### src/rtl/imm_pkg.sv
// Shared definitions for the pipelined immediate generator.
package imm_pkg;

  // Format select codes carried on imm_sel; 9-15 are illegal.
  typedef enum logic [3:0] {
    IMM_I    = 4'd0,
    IMM_IU   = 4'd1,
    IMM_SH   = 4'd2,
    IMM_S    = 4'd3,
    IMM_B    = 4'd4,
    IMM_U    = 4'd5,
    IMM_J    = 4'd6,
    IMM_Z    = 4'd7,
    IMM_AUTO = 4'd8
  } imm_fmt_e;

  // RV32/RV64 base opcodes recognised by the auto-decoder.
  localparam logic [6:0] OP_LOAD   = 7'b0000011;
  localparam logic [6:0] OP_IMM    = 7'b0010011;
  localparam logic [6:0] OP_JALR   = 7'b1100111;
  localparam logic [6:0] OP_STORE  = 7'b0100011;
  localparam logic [6:0] OP_BRANCH = 7'b1100011;
  localparam logic [6:0] OP_LUI    = 7'b0110111;
  localparam logic [6:0] OP_AUIPC  = 7'b0010111;
  localparam logic [6:0] OP_JAL    = 7'b1101111;
  localparam logic [6:0] OP_SYSTEM = 7'b1110011;

  // Sign-extension helpers to the widest supported datapath; callers truncate to XLEN.
  function automatic logic [63:0] sext12(input logic [11:0] v);
    return {{52{v[11]}}, v};
  endfunction

  function automatic logic [63:0] sext13(input logic [12:0] v);
    return {{51{v[12]}}, v};
  endfunction

  function automatic logic [63:0] sext21(input logic [20:0] v);
    return {{43{v[20]}}, v};
  endfunction

  function automatic logic [63:0] sext32(input logic [31:0] v);
    return {{32{v[31]}}, v};
  endfunction

endpackage

### src/rtl/imm_decode_xlen.sv
// Combinational immediate decoder: resolves the format (explicit or from the
// opcode) and assembles the XLEN-wide immediate. Error entries yield zeros.
module imm_decode_xlen
  import imm_pkg::*;
#(
  parameter int XLEN    = 32,
  parameter bit AUTO_EN = 1'b1
) (
  input  logic [31:0]     i_inst,
  input  logic [3:0]      i_imm_sel,
  output logic [XLEN-1:0] o_imm,
  output logic            o_err,
  output logic [2:0]      o_fmt
);

  // Shift-amount width follows the datapath and is deliberately not a parameter.
  localparam int SHW = (XLEN == 64) ? 6 : 5;
  localparam logic [5:0] SH_MASK = 6'((1 << SHW) - 1);

  generate
    if (XLEN != 32 && XLEN != 64) begin : g_xlen_check
      $error("imm_decode_xlen: XLEN must be 32 or 64");
    end
  endgenerate

  logic [6:0]      w_opcode;
  logic [2:0]      w_funct3;
  logic [2:0]      w_fmt;
  logic            w_err;
  logic [XLEN-1:0] w_imm;

  assign w_opcode = i_inst[6:0];
  assign w_funct3 = i_inst[14:12];

  // Resolve the effective format; anything that cannot be resolved is an error.
  always_comb begin
    w_err = 1'b0;
    w_fmt = 3'd0;
    if (!i_imm_sel[3]) begin
      w_fmt = i_imm_sel[2:0];
    end else if (i_imm_sel == IMM_AUTO && AUTO_EN) begin
      unique case (w_opcode)
        OP_LOAD, OP_JALR: w_fmt = 3'(IMM_I);
        OP_IMM:           w_fmt = (w_funct3 == 3'b001 || w_funct3 == 3'b101) ? 3'(IMM_SH) : 3'(IMM_I);
        OP_STORE:         w_fmt = 3'(IMM_S);
        OP_BRANCH:        w_fmt = 3'(IMM_B);
        OP_LUI, OP_AUIPC: w_fmt = 3'(IMM_U);
        OP_JAL:           w_fmt = 3'(IMM_J);
        OP_SYSTEM:        w_fmt = w_funct3[2] ? 3'(IMM_Z) : 3'(IMM_IU);
        default:          w_err = 1'b1;
      endcase
    end else begin
      w_err = 1'b1;
    end
  end

  // Assemble the immediate for the resolved format.
  always_comb begin
    w_imm = '0;
    if (!w_err) begin
      case (w_fmt)
        3'(IMM_I):  w_imm = XLEN'(sext12(i_inst[31:20]));
        3'(IMM_IU): w_imm = XLEN'({52'b0, i_inst[31:20]});
        3'(IMM_SH): w_imm = XLEN'({58'b0, i_inst[25:20] & SH_MASK});
        3'(IMM_S):  w_imm = XLEN'(sext12({i_inst[31:25], i_inst[11:7]}));
        3'(IMM_B):  w_imm = XLEN'(sext13({i_inst[31], i_inst[7], i_inst[30:25], i_inst[11:8], 1'b0}));
        3'(IMM_U):  w_imm = XLEN'(sext32({i_inst[31:12], 12'b0}));
        3'(IMM_J):  w_imm = XLEN'(sext21({i_inst[31], i_inst[19:12], i_inst[20], i_inst[30:21], 1'b0}));
        default:    w_imm = XLEN'({59'b0, i_inst[19:15]});
      endcase
    end
  end

  assign o_imm = w_imm;
  assign o_err = w_err;
  assign o_fmt = w_err ? 3'd0 : w_fmt;

endmodule

### src/rtl/imm_gen_pipe.sv
// Pipelined immediate generator: decoder followed by a registered output
// entry (A) and a skid entry (B). Outputs come only from registers.
module imm_gen_pipe
  import imm_pkg::*;
#(
  parameter int XLEN    = 32,
  parameter bit AUTO_EN = 1'b1
) (
  input  logic            clk,
  input  logic            rst,
  input  logic            in_valid,
  output logic            in_ready,
  input  logic [31:0]     inst,
  input  logic [3:0]      imm_sel,
  output logic            out_valid,
  input  logic            out_ready,
  output logic [XLEN-1:0] imm_out,
  output logic            imm_err,
  output logic [2:0]      fmt_out
);

  logic [XLEN-1:0] w_dec_imm;
  logic            w_dec_err;
  logic [2:0]      w_dec_fmt;

  imm_decode_xlen #(
    .XLEN    (XLEN),
    .AUTO_EN (AUTO_EN)
  ) u_decode (
    .i_inst    (inst),
    .i_imm_sel (imm_sel),
    .o_imm     (w_dec_imm),
    .o_err     (w_dec_err),
    .o_fmt     (w_dec_fmt)
  );

  logic            r_a_valid;
  logic [XLEN-1:0] r_a_imm;
  logic            r_a_err;
  logic [2:0]      r_a_fmt;
  logic            r_b_valid;
  logic [XLEN-1:0] r_b_imm;
  logic            r_b_err;
  logic [2:0]      r_b_fmt;
  logic            r_in_ready;

  logic w_acc;
  logic w_drain;
  logic w_a_from_b;
  logic w_a_load;
  logic w_a_clear;
  logic w_b_load;
  logic w_b_clear;
  logic w_b_valid_next;

  assign w_acc   = in_valid && r_in_ready;
  assign w_drain = r_a_valid && out_ready;

  // Decide where this cycle's data moves: B refills A on drain, new data fills
  // A when it is free (or freeing) and B otherwise.
  always_comb begin
    w_a_from_b = 1'b0;
    w_a_load   = 1'b0;
    w_a_clear  = 1'b0;
    w_b_load   = 1'b0;
    w_b_clear  = 1'b0;
    if (w_drain) begin
      if (r_b_valid) begin
        w_a_from_b = 1'b1;
        if (w_acc) w_b_load = 1'b1;
        else       w_b_clear = 1'b1;
      end else if (w_acc) begin
        w_a_load = 1'b1;
      end else begin
        w_a_clear = 1'b1;
      end
    end else if (w_acc) begin
      if (r_a_valid) w_b_load = 1'b1;
      else           w_a_load = 1'b1;
    end
    w_b_valid_next = w_b_load || (r_b_valid && !w_b_clear);
  end

  // Entry registers and registered ready; reset drops everything in flight.
  always_ff @(posedge clk) begin
    if (rst) begin
      r_a_valid  <= 1'b0;
      r_a_imm    <= '0;
      r_a_err    <= 1'b0;
      r_a_fmt    <= 3'd0;
      r_b_valid  <= 1'b0;
      r_b_imm    <= '0;
      r_b_err    <= 1'b0;
      r_b_fmt    <= 3'd0;
      r_in_ready <= 1'b1;
    end else begin
      if (w_a_from_b) begin
        r_a_valid <= 1'b1;
        r_a_imm   <= r_b_imm;
        r_a_err   <= r_b_err;
        r_a_fmt   <= r_b_fmt;
      end else if (w_a_load) begin
        r_a_valid <= 1'b1;
        r_a_imm   <= w_dec_imm;
        r_a_err   <= w_dec_err;
        r_a_fmt   <= w_dec_fmt;
      end else if (w_a_clear) begin
        r_a_valid <= 1'b0;
      end
      if (w_b_load) begin
        r_b_imm <= w_dec_imm;
        r_b_err <= w_dec_err;
        r_b_fmt <= w_dec_fmt;
      end
      r_b_valid  <= w_b_valid_next;
      r_in_ready <= !w_b_valid_next;
    end
  end

  assign in_ready  = r_in_ready;
  assign out_valid = r_a_valid;
  assign imm_out   = r_a_imm;
  assign imm_err   = r_a_err;
  assign fmt_out   = r_a_fmt;

endmodule

### config.mk
export PLATFORM = sky130hd
export DESIGN_NAME = imm_gen_pipe
export DESIGN_NICKNAME = d
export VERILOG_FILES = /design/src/rtl/imm_pkg.sv /design/src/rtl/imm_decode_xlen.sv /design/src/rtl/imm_gen_pipe.sv
export SDC_FILE = /design/constraint.sdc
export NUM_CORES = 1
export LEC_CHECK = 0
export ABC_CLOCK_PERIOD_IN_PS = 2200
export BUFFER_PORTS_ARGS = -buffer_cell sky130_fd_sc_hd__clkbuf_2
export CORE_ASPECT_RATIO = 0.6
export CORE_MARGIN = 2
export CORE_UTILIZATION = 47
export DETAILED_ROUTE_END_ITERATION = 10
export PLACE_DENSITY = 0.75
export SYNTH_ARGS = -nofsm -noshare
export SYNTH_HDL_FRONTEND = slang
export SYNTH_SLANG_ARGS = --single-unit
### constraint.sdc
create_clock -name clk -period 2.2 [get_ports clk]
set_clock_uncertainty 0.1 [all_clocks]
set_input_delay 0.11 -clock clk [delete_from_list [all_inputs] [get_ports clk]]
set_output_delay 0.11 -clock clk [all_outputs]
set_load 0.05 [all_outputs]
==> impl_metrics.csv, run 1 <==
group,metric,value,unit
run_status,status,"completed",
floorplan,coreArea,0.00795,mm^2
timing,layout_min_cycle_time,2.07,ns
yosys,synth_edf_count,0,
finish,post-route-cell-area,0.00508,mm^2
critical_path,required,2.38,ns
clock_tree,cts-root-buf,"clkbuf_16",
detailed_routing,vias,3973,
pwr,power_density,728,mW/mm^2
pwr,sequentialPowerShare,0.387,
critical_path,crit_type,"flop to flop",
timing,maxSlewViolCount,0,
place,dpl_cell_area,0.00452,mm^2
critical_path,cp-end-kind,"flop",
detailed_routing,antenna_left,0,
floorplan,start_util,0.489,
worst_hold_path,min_path_type,"input port to flop",
timing,tightest_slew,0.724,ns
pwr,pwr-share-clk,0.459,
timing,hold_slack,0.0599,ns
place,portBuffers,77,
critical_path,cp_max_fo,9,
detailed_routing,route.detailed.drc,0,
pwr,swShare,0.267,
yosys,synth_top_area_frac,0.386,
floorplan,io_pins,78,
clock_tree,clk_pin_slew,0.06,ns
clock_tree,cts_made_buffers,9,
timing,rsz0062_at_grt,"no",
detailed_routing,drt-initial-drc-count,307,
clock_tree,cts.sinks,75,
timing,relSlewSlack,0.514,
grt,track_usage,0.262,
run,maxCapViolCount,0,
timing,fmax,483,MHz
detailed_routing,drt-pass1-iter-count,5,
timing,setup_viol_count_final,0,
finish,drive_gt1_frac,0.302,
yosys,synth-seq-cells,75,
detailed_routing,viasPerCell,5.97,
pwr,power_frac_comb,0.154,
clock_tree,cts_tree,"yes",
pwr,finalPower,3.70,mW
yosys,synthArstFlopShare,0,
clock_tree,clock_path_buffers,2,
finish,fin_util,0.640,
grt,antenna_found_initial,0,
yosys,avgSynthCellArea,8.71,um^2
floorplan,die_height,74.4,um
yosys,synth_ff_type,"dfxtp_1",
floorplan,die_w,121,um
finish,final_nets,592,
yosys,ys_warn_count,0,
yosys,synth_top_cell_by_area,"dfxtp_1",
pwr,switching_power,987,uW
clock_tree,insertion_delay,0.34,ns
timing,post-route-period-util,0.941,
timing,final-hold-violation-count,0,
yosys,syn_inst,446,
detailed_routing,totalWireLength,11.7,mm
finish,area_delta_synth_final,30.9,%
timing,tns,0,ns
clock_tree,cts_setup_buffers,0,
yosys,netlist-cell-type-count,53,
detailed_routing,wl_per_cell,17.6,um
pwr,p_leak,2.05,nW
grt,first_global_vias,3800,
yosys,ys_top_cells_by_count,"dfxtp_1, a21oi_1, nand2_1, nor2_1, a211oi_2",
grt,grt_pass1_wl,18.4,mm
place,gp_congestion,0.933,
critical_path,start_kind,"flop",
finish,fillers,702,
critical_path,arrival,2.25,ns
place,dpl.hpwl,8.04,mm
yosys,synth.most_common_cell,"dfxtp_1",
clock_tree,h-tree-depth,3,
yosys,syn-num-nets,486,
finish,diodes,0,
floorplan,rows,25,
pwr,peakVddDrop,354,uV
floorplan,die-area,0.00903,mm^2
yosys,yosysSeqAreaShare,0.386,
pwr,p_int,2.71,mW
yosys,synth_area_leaders,"dfxtp_1, a211oi_2, a21oi_1",
yosys,netlist_area,0.00388,mm^2
grt,overflow,0,
grt,grt_max_degree,46,
==> placed cells by master, fill, tap and decap left out, drive strengths merged, types with 3 or more instances in the layout <==
cell type    instances
nand4                6
nand2b               5
a22oi                5
a211o               15
dlygate4sd3         19
nand3               19
nor4                 3
nand3b               3
buf                 36
dfxtp               75
bufinv               3
a211oi              30
o21ai               18
o2bb2ai              6
a221o               12
clkbuf              87
a31oi               10
inv                  7
and3                 8
nor2                32
o2111ai              7
nand2               50
nor3                 5
o211ai               6
a21oi               55
a22o                 6
==> layout make-up <==
cell class	instances	area [um^2]	share of cell area
clock buffers	10	229	0.0450
clock inverters	6	113	0.0222
inverters	6	22.5	0.00443
multi-input cells	328	2210	0.435
flip-flops and latches	75	1500	0.296
well taps	108	135	0.0266
repair buffers	132	871	0.171
==> kinds of logic (layout without fill, tap and decap cells) <==
family                    after synthesis  in the layout  share of synthesized area
AOI/OAI and AO/OA                     183            183                      0.370
buffers and inverters                  44            154                     0.0528
DFF                                    75             75                      0.386
xor gates and xnor gates                1              1                    0.00225
muxes                                   3              3                    0.00805
and+or+nand+nor                       140            141                      0.180
==> state kept, by name, indices dropped and copies added (netlist names) <==
signal / cells
r_b_valid: 1
imm_out: 32
r_b_fmt: 3
imm_err: 1
r_b_err: 1
in_ready: 1
r_b_imm: 32
out_valid: 1
fmt_out: 3
==> per-layer routing <==
| layer | part of all wire | wire (um) | vias to the layer above | track usage |
|---|---|---|---|---|
| met5 | 0 | 0 | - | 0 |
| met4 | 0.015 | 171 | 0 | 0.0754 |
| met3 | 0.079 | 923 | 19 | 0.0752 |
| met2 | 0.43 | 5020 | 171 | 0.402 |
| met1 | 0.48 | 5570 | 1877 | 0.364 |
| li1 | - | - | 1906 | - |
==> power by group through the flow <==
stage | Combinational (mW) | Sequential, mW | Clock, mW
floorplan | 0.251 | 1.55 | 0
global placement | 0.517 | 1.46 | 0
detailed placement | 0.529 | 1.46 | 0
CTS | 0.557 | 1.43 | 1.71
global route | 0.608 | 1.44 | 1.78
finish | 0.568 | 1.43 | 1.70
==> path summary, 6_finish.rpt <==
path / startpoint / endpoint / slack [ns] / cells past startpoint
max: r_b_valid$_SDFF_PP0_ / imm_out[19]$_SDFFE_PP0P_ / 0.13 / 6
max reg2reg: r_b_valid$_SDFF_PP0_ / imm_out[19]$_SDFFE_PP0P_ / 0.13 / 6
min: out_ready / r_b_valid$_SDFF_PP0_ / 0.06 / 4
min reg2reg: r_b_imm[0]$_SDFFE_PP0P_ / r_b_imm[0]$_SDFFE_PP0P_ / 0.34 / 2
==> per-stage QoR <==
stage               cells  worst slack, ns
detailed placement    629           -0.319
global placement      629           -0.260
floorplan             446           0.0138
global route          665           0.0465
CTS                   664           0.0185
finish                665            0.130
==> critical path, cell delays in order, from the launching register on <==
cell and delay (ns):
dfxtp_1 0.32, nand2b_1 0.18, nand2_1 0.12, nand3_1 0.12, a211o_1 0.48, a211oi_4 0.49
a211o_1 0.20
==> what timing repair did <==
| item | in CTS | in global routing |
|---|---|---|
| hold endpoints to repair | 37 | 0 |
| hold buffers | 19 | 0 |
| setup endpoints to repair | 0 | 22 |
| gates resized for setup | 0 | 2 |
Power figures use the tool's default switching activity.
==> run 2: changes to the inputs <==
--- a/config.mk
+++ b/config.mk
@@ -11,7 +11,8 @@
 export CORE_MARGIN = 2
 export CORE_UTILIZATION = 47
 export DETAILED_ROUTE_END_ITERATION = 10
-export PLACE_DENSITY = 0.75
+export PLACE_DENSITY = 0.74
 export SYNTH_ARGS = -nofsm -noshare
 export SYNTH_HDL_FRONTEND = slang
+export SYNTH_HIERARCHICAL = 1
 export SYNTH_SLANG_ARGS = --single-unit
==> impl_metrics.csv, run 2 <==
group,metric,value,unit
yosys,synth_edf_count,0,
clock_tree,insertion_delay,0.34,ns
yosys,synth_top_family_by_area,"compound AO/OA/AOI/OAI gates",
pwr,power_density,700,mW/mm^2
yosys,avgSynthCellArea,8.13,um^2
floorplan,io_pins,78,
finish,final_cell_mix,"nand2_1, a21oi_1, clkbuf_2",
floorplan,rows,27,
floorplan,start_util,0.493,
timing,rsz0062_at_grt,"yes",
yosys,yosys.area_share.simple,0.207,
grt,grt_pass1_wl,23.3,mm
timing,relSlewSlack,0.577,
timing,tns,0,ns
clock_tree,cts_tree,"yes",
clock_tree,cts-root-buf,"clkbuf_16",
yosys,yosysSeqAreaShare,0.326,
yosys,synth_area_leaders,"dfxtp_1, a311oi_2, a21oi_1",
timing,layout_min_cycle_time,2.14,ns
yosys,ys_top_cells_by_count,"nand2_1, a21oi_1, dfxtp_1, o31ai_1, nand4_1",
pwr,peakVddDrop,387,uV
yosys,synth.most_common_cell,"nand2_1",
run,maxCapViolCount,0,
critical_path,start_kind,"input port",
worst_hold_path,min_path_type,"input port to flop",
pwr,p_int,2.59,mW
critical_path,reg2reg_depth,4,
pwr,switching_power,1.31,mW
yosys,synth_xor_area_frac,0.00190,
critical_path,arrival,2.29,ns
grt,first_global_vias,4627,
finish,diodes,0,
pwr,power_frac_comb,0.246,
worst_hold_path,whs_endpoint,"r_b_valid$_SDFF_PP0_",
yosys,netlist_area,0.00460,mm^2
detailed_routing,totalWireLength,14.6,mm
yosys,synth_ff_type,"dfxtp_1",
place,dpl.hpwl,9.93,mm
finish,final_common_cell,"nand2_1",
critical_path,crit_family,"simple AND/OR/NAND/NOR gates",
timing,tightest_slew,0.635,ns
clock_tree,hold_buffers,0,
yosys,synth_top_area_frac,0.326,
timing,final-hold-violation-count,0,
finish,fin_util,0.598,
timing,post-route-period-util,0.974,
detailed_routing,drt-initial-drc-count,641,
yosys,synth_top_cell_by_area,"dfxtp_1",
detailed_routing,wl_per_cell,18.7,um
timing,maxSlewViolCount,0,
yosys,netlist-cell-type-count,56,
critical_path,required,2.35,ns
detailed_routing,viasPerCell,6.43,
detailed_routing,drt-pass1-iter-count,5,
critical_path,r2r_setup_slack,0.43,ns
grt,overflow,0,
worst_hold_path,hold_path_depth,4,
clock_tree,clk_pin_slew,0.06,ns
yosys,syn_inst,566,
grt,track_usage,0.275,
floorplan,die_height,80.6,um
pwr,pwr-share-clk,0.376,
yosys,synth_compound_area_frac,0.390,
detailed_routing,route.detailed.drc,0,
clock_tree,h-tree-depth,3,
yosys,synth_mux_area_frac,0,
grt,grt_max_degree,39,
finish,final_nets,686,
pwr,finalPower,3.90,mW
place,portBuffers,77,
yosys,synth-seq-cells,75,
critical_path,reg2reg_to,"imm_out[24]$_SDFFE_PP0P_",
critical_path,slowest_stage,"o2111ai_1",
critical_path,critPathMostFrequentCell,"nand2_1",
detailed_routing,antenna_left,0,
clock_tree,cts.sinks,75,
critical_path,crit_type,"input port to flop",
yosys,synthAdderAreaFrac,0,
pwr,sequentialPowerShare,0.378,
yosys,syn-num-nets,606,
timing,fmax,467,MHz
yosys,ys_warn_count,6,
critical_path,timing.critical_path.buf_inv,2,
floorplan,coreArea,0.00932,mm^2
critical_path,path_cells,"clkbuf_2 > and4bb_2 > o2111ai_1 > nand3_2 > buf_4 > nand2_1 > o311a_1 > and2_1 > nand2_1 > a311oi_2",
yosys,synthArstFlopShare,0,
floorplan,die_w,132,um
critical_path,cp_slowest_stage_delay,0.29,ns
pwr,p_leak,2.05,nW
finish,drive_gt1_frac,0.302,
finish,area_delta_synth_final,21.1,%
run_status,status,"completed",
place,gp_congestion,0.948,
clock_tree,cts_made_buffers,9,
pwr,swShare,0.337,
critical_path,cp-end-kind,"flop",
timing,setup_viol_count_final,0,
grt,antenna_found_initial,0,
clock_tree,clock_path_buffers,2,
detailed_routing,vias,5016,
worst_hold_path,hp-start,"out_ready",
critical_path,r2r-start,"out_valid$_SDFFE_PP0P_",
critical_path,cp_max_fo,10,
floorplan,die-area,0.0106,mm^2
-- run 2: changes by cell type after synthesis, moves of 22 or more --
cell	change
a211oi_2	-22
nand2_1	+41
o31ai_1	+37
a21oi_1	+32
a311oi_2	+30
nor2_1	-24
nand4_1	+30
-- run 2: repair_timing --
action                                  CTS  global route
resized for setup                         0             9
setup buffers                             0             1
endpoints found under the setup margin    0            11
-- run 2: tightest hold or removal path, stage by stage --
cell and delay, ns:
clkbuf_2 0.14, nand2_1 0.07, nand2_1 0.08, a21oi_1 0.06
-- run 2: worst max-delay path by stage --
stage                     depth (start not counted)     from                        to  slack, ns
after detailed placement                         10  inst[4]  imm_out[11]$_SDFFE_PP0P_      -0.21
final                                            10  inst[4]   imm_out[5]$_SDFFE_PP0P_       0.06
after CTS                                        10  inst[4]  imm_out[11]$_SDFFE_PP0P_       0.13
after global routing                             10  inst[4]  imm_out[11]$_SDFFE_PP0P_      -0.02
after global placement                           10  inst[6]  imm_out[18]$_SDFFE_PP0P_      -0.13
after floorplan                                  11  inst[4]  imm_out[21]$_SDFFE_PP0P_       0.07
-- run 2: area by class of cell --
| class | count | area (um^2) |
|---|---|---|
| inverter | 11 | 41.3 |
| tap | 130 | 163 |
| multi-input combinational | 418 | 2770 |
| timing repair buffer | 131 | 803 |
| clock buffer | 9 | 225 |
| sequential | 75 | 1500 |
| fill | 866 | 3750 |
| clock inverter | 6 | 65.1 |
-- run 2: power by group through the flow --
| stage | combinational, mW | sequential, mW | clock (mW) |
|---|---|---|---|
| 2_1_floorplan | 0.457 | 1.70 | 0 |
| 3_3_place_gp | 0.915 | 1.50 | 0 |
| 4_1_cts | 0.936 | 1.47 | 1.47 |
| 5_1_grt | 1.02 | 1.48 | 1.53 |
| 3_5_place_dp | 0.934 | 1.50 | 0 |
| 6_report | 0.959 | 1.48 | 1.47 |
-- run 2: kinds of logic after synthesis --
group           Yosys count
compound gates          231
xor+xnor                  1
buf+inv                  73
simple gates            186
flops                    75
-- run 2: routing by layer --
layer  track usage  wire [um]  vias to the layer above  share of wire
li1              -          -                     2328              -
met1         0.383       6500                     2376           0.44
met2         0.407       6230                      290           0.43
met3        0.0751       1730                       22           0.12
met4        0.0978        152                        0          0.010
met5             0          0                        -              0
-- run 2: per-stage QoR --
step / hold WS (ns) / std cells / setup WS [ns] / instance area (um^2)
detailed placement: 0.361 / 764 / -0.211 / 5260
CTS: 0.0556 / 779 / 0.135 / 5550
finish: 0.0672 / 780 / 0.0577 / 5570
global placement: 0.354 / 764 / -0.128 / 5260
floorplan: 0.221 / 566 / 0.0685 / 4600
global route: 0.147 / 780 / -0.0180 / 5570
==> run 3: changes to the inputs <==
--- a/config.mk
+++ b/config.mk
@@ -5,14 +5,14 @@
 export SDC_FILE = /design/constraint.sdc
 export NUM_CORES = 1
 export LEC_CHECK = 0
-export ABC_CLOCK_PERIOD_IN_PS = 2200
+export ABC_CLOCK_PERIOD_IN_PS = 2170
 export BUFFER_PORTS_ARGS = -buffer_cell sky130_fd_sc_hd__clkbuf_2
 export CORE_ASPECT_RATIO = 0.6
 export CORE_MARGIN = 2
 export CORE_UTILIZATION = 47
+export CTS_BUF_LIST = sky130_fd_sc_hd__clkbuf_16
 export DETAILED_ROUTE_END_ITERATION = 10
-export PLACE_DENSITY = 0.74
+export PLACE_DENSITY = 0.75
 export SYNTH_ARGS = -nofsm -noshare
 export SYNTH_HDL_FRONTEND = slang
-export SYNTH_HIERARCHICAL = 1
 export SYNTH_SLANG_ARGS = --single-unit
==> constraint.sdc (replaced) <==
create_clock -name clk -period 2.17 [get_ports clk]
set_clock_uncertainty 0.1 [all_clocks]
set_input_delay 0.1085 -clock clk [delete_from_list [all_inputs] [get_ports clk]]
set_output_delay 0.1085 -clock clk [all_outputs]
set_load 0.05 [all_outputs]
==> impl_metrics.csv, run 3 (synthesized netlist as in run 1, its figures left out) <==
group,metric,value,unit
detailed_routing,vias,4007,
floorplan,die_w,121,um
critical_path,required,2.30,ns
pwr,peakVddDrop,323,uV
detailed_routing,drt-initial-drc-count,381,
timing,layout_min_cycle_time,2.07,ns
worst_hold_path,min_path_type,"input port to flop",
timing,rsz0062_at_grt,"no",
detailed_routing,antenna_left,0,
place,placed_cells,625,
timing,relSlewSlack,0.603,
critical_path,arrival,2.20,ns
floorplan,io_pins,78,
floorplan,coreArea,0.00795,mm^2
timing,post-route-period-util,0.953,
timing,tightest_slew,0.595,ns
timing,setup_viol_count_final,0,
clock_tree,cts_tree,"yes",
clock_tree,cts-root-buf,"clkbuf_16",
finish,final_nets,589,
grt,grt_pass1_wl,19.0,mm
pwr,p_leak,2.04,nW
detailed_routing,totalWireLength,12.0,mm
run_status,status,"completed",
clock_tree,clock_path_buffers,2,
finish,fin_cells,662,
clock_tree,h-tree-depth,3,
floorplan,start_util,0.489,
finish,final_common_cell,"clkbuf_2",
finish,area_delta_synth_final,31.0,%
floorplan,die-area,0.00903,mm^2
grt,track_usage,0.273,
grt,first_global_vias,3744,
critical_path,crit_type,"input port to flop",
run,maxCapViolCount,0,
place,portBuffers,77,
timing,maxSlewViolCount,0,
place,dpl.hpwl,8.24,mm
finish,final_cell_mix,"clkbuf_2, dfxtp_1, a21oi_1",
timing,fmax,484,MHz
finish,drive_gt1_frac,0.309,
critical_path,cp-end-kind,"flop",
finish,seqCellArea,0.00150,mm^2
critical_path,cp_max_fo,8,
detailed_routing,viasPerCell,6.05,
grt,antenna_found_initial,0,
pwr,power_density,721,mW/mm^2
clock_tree,cts.sinks,75,
finish,fillers,697,
critical_path,slowest_stage,"dlygate4sd3_1",
critical_path,cp_slowest_stage_delay,0.53,ns
critical_path,start_kind,"input port",
finish,multi_input_area,0.00222,mm^2
detailed_routing,drt-pass1-iter-count,8,
grt,overflow,0,
clock_tree,clk_pin_slew,0.06,ns
finish,diodes,0,
clock_tree,insertion_delay,0.34,ns
clock_tree,cts_made_buffers,9,
timing,final-hold-violation-count,0,
detailed_routing,route.detailed.drc,0,
floorplan,die_height,74.4,um
grt,grt_max_degree,47,
detailed_routing,wl_per_cell,18.1,um
place,gp_congestion,0.946,
critical_path,path_cells,"dlygate4sd3_1 > clkbuf_2 > nand4bb_1 > a21oi_2 > o21a_2 > o211ai_2 > a211oi_2 > buf_4 > a221o_1",
floorplan,rows,25,
timing,hold_slack,0.0492,ns
## run 3: changes by cell type in the layout (fill, tap and decap cells not counted), moves of 24 or more
cell      delta
a311oi_2    -31
a21oi_1     -34
o31ai_1     -37
nor2_1      +24
nand2_1     -41
nand4_1     -30
## run 3: routing by layer
layer,vias up,track usage,routed length [um]
li1,1903,-,-
met1,1916,0.389,5830
met2,168,0.414,5060
met3,20,0.0667,874
met4,0,0.0843,199
met5,-,0,0
## run 3: path summary, 6_finish.rpt
check	to	cells after the start	startpoint	slack [ns]
min	r_b_imm[20]$_SDFFE_PP0P_	3	inst[20]	0.05
min reg2reg	r_b_imm[0]$_SDFFE_PP0P_	2	r_b_imm[0]$_SDFFE_PP0P_	0.35
max	r_b_imm[15]$_SDFFE_PP0P_	9	inst[14]	0.10
max reg2reg	imm_out[12]$_SDFFE_PP0P_	6	r_b_valid$_SDFF_PP0_	0.16
## run 3: final cells by class
class | instances | area share
Timing Repair Buffer | 130 | 0.173
Clock inverter | 7 | 0.0197
Inverter | 6 | 0.00443
Clock buffer | 9 | 0.0443
Sequential cell | 75 | 0.296
Multi-Input combinational cell | 327 | 0.436
Tap cell | 108 | 0.0266
## run 3: through the flow
step	total power [mW]	instance area, um^2	worst slack [ns]	util	TNS, ns
detailed placement	2.02	4520	-0.0672	0.569	-1.07
global route	3.79	5090	0.0120	0.640	0
floorplan	1.83	3890	0.164	-	0
global placement	2.00	4520	0.0391	0.569	0
finish	3.67	5090	0.102	0.640	0
CTS	3.67	5030	0.0288	0.634	0
## run 3: worst max-delay path: cells and delay by family
family          cells  cell delay [ns]
simple gates        1             0.13
buf+inv             3             0.87
compound gates      5             1.09
## run 3: repair_timing
action | CTS | global route
endpoints found under the hold margin | 37 | 0
setup buffers | 0 | 2
endpoints found under the setup margin | 0 | 39
hold buffers | 19 | 0
resized for setup | 0 | 7
## run 3: where the power goes
part	total, mW	internal [mW]	switching [mW]
registers	1.45	1.43	0.0289
clock network	1.64	1.02	0.621
logic	0.576	0.196	0.380
total	3.67	2.64	1.03
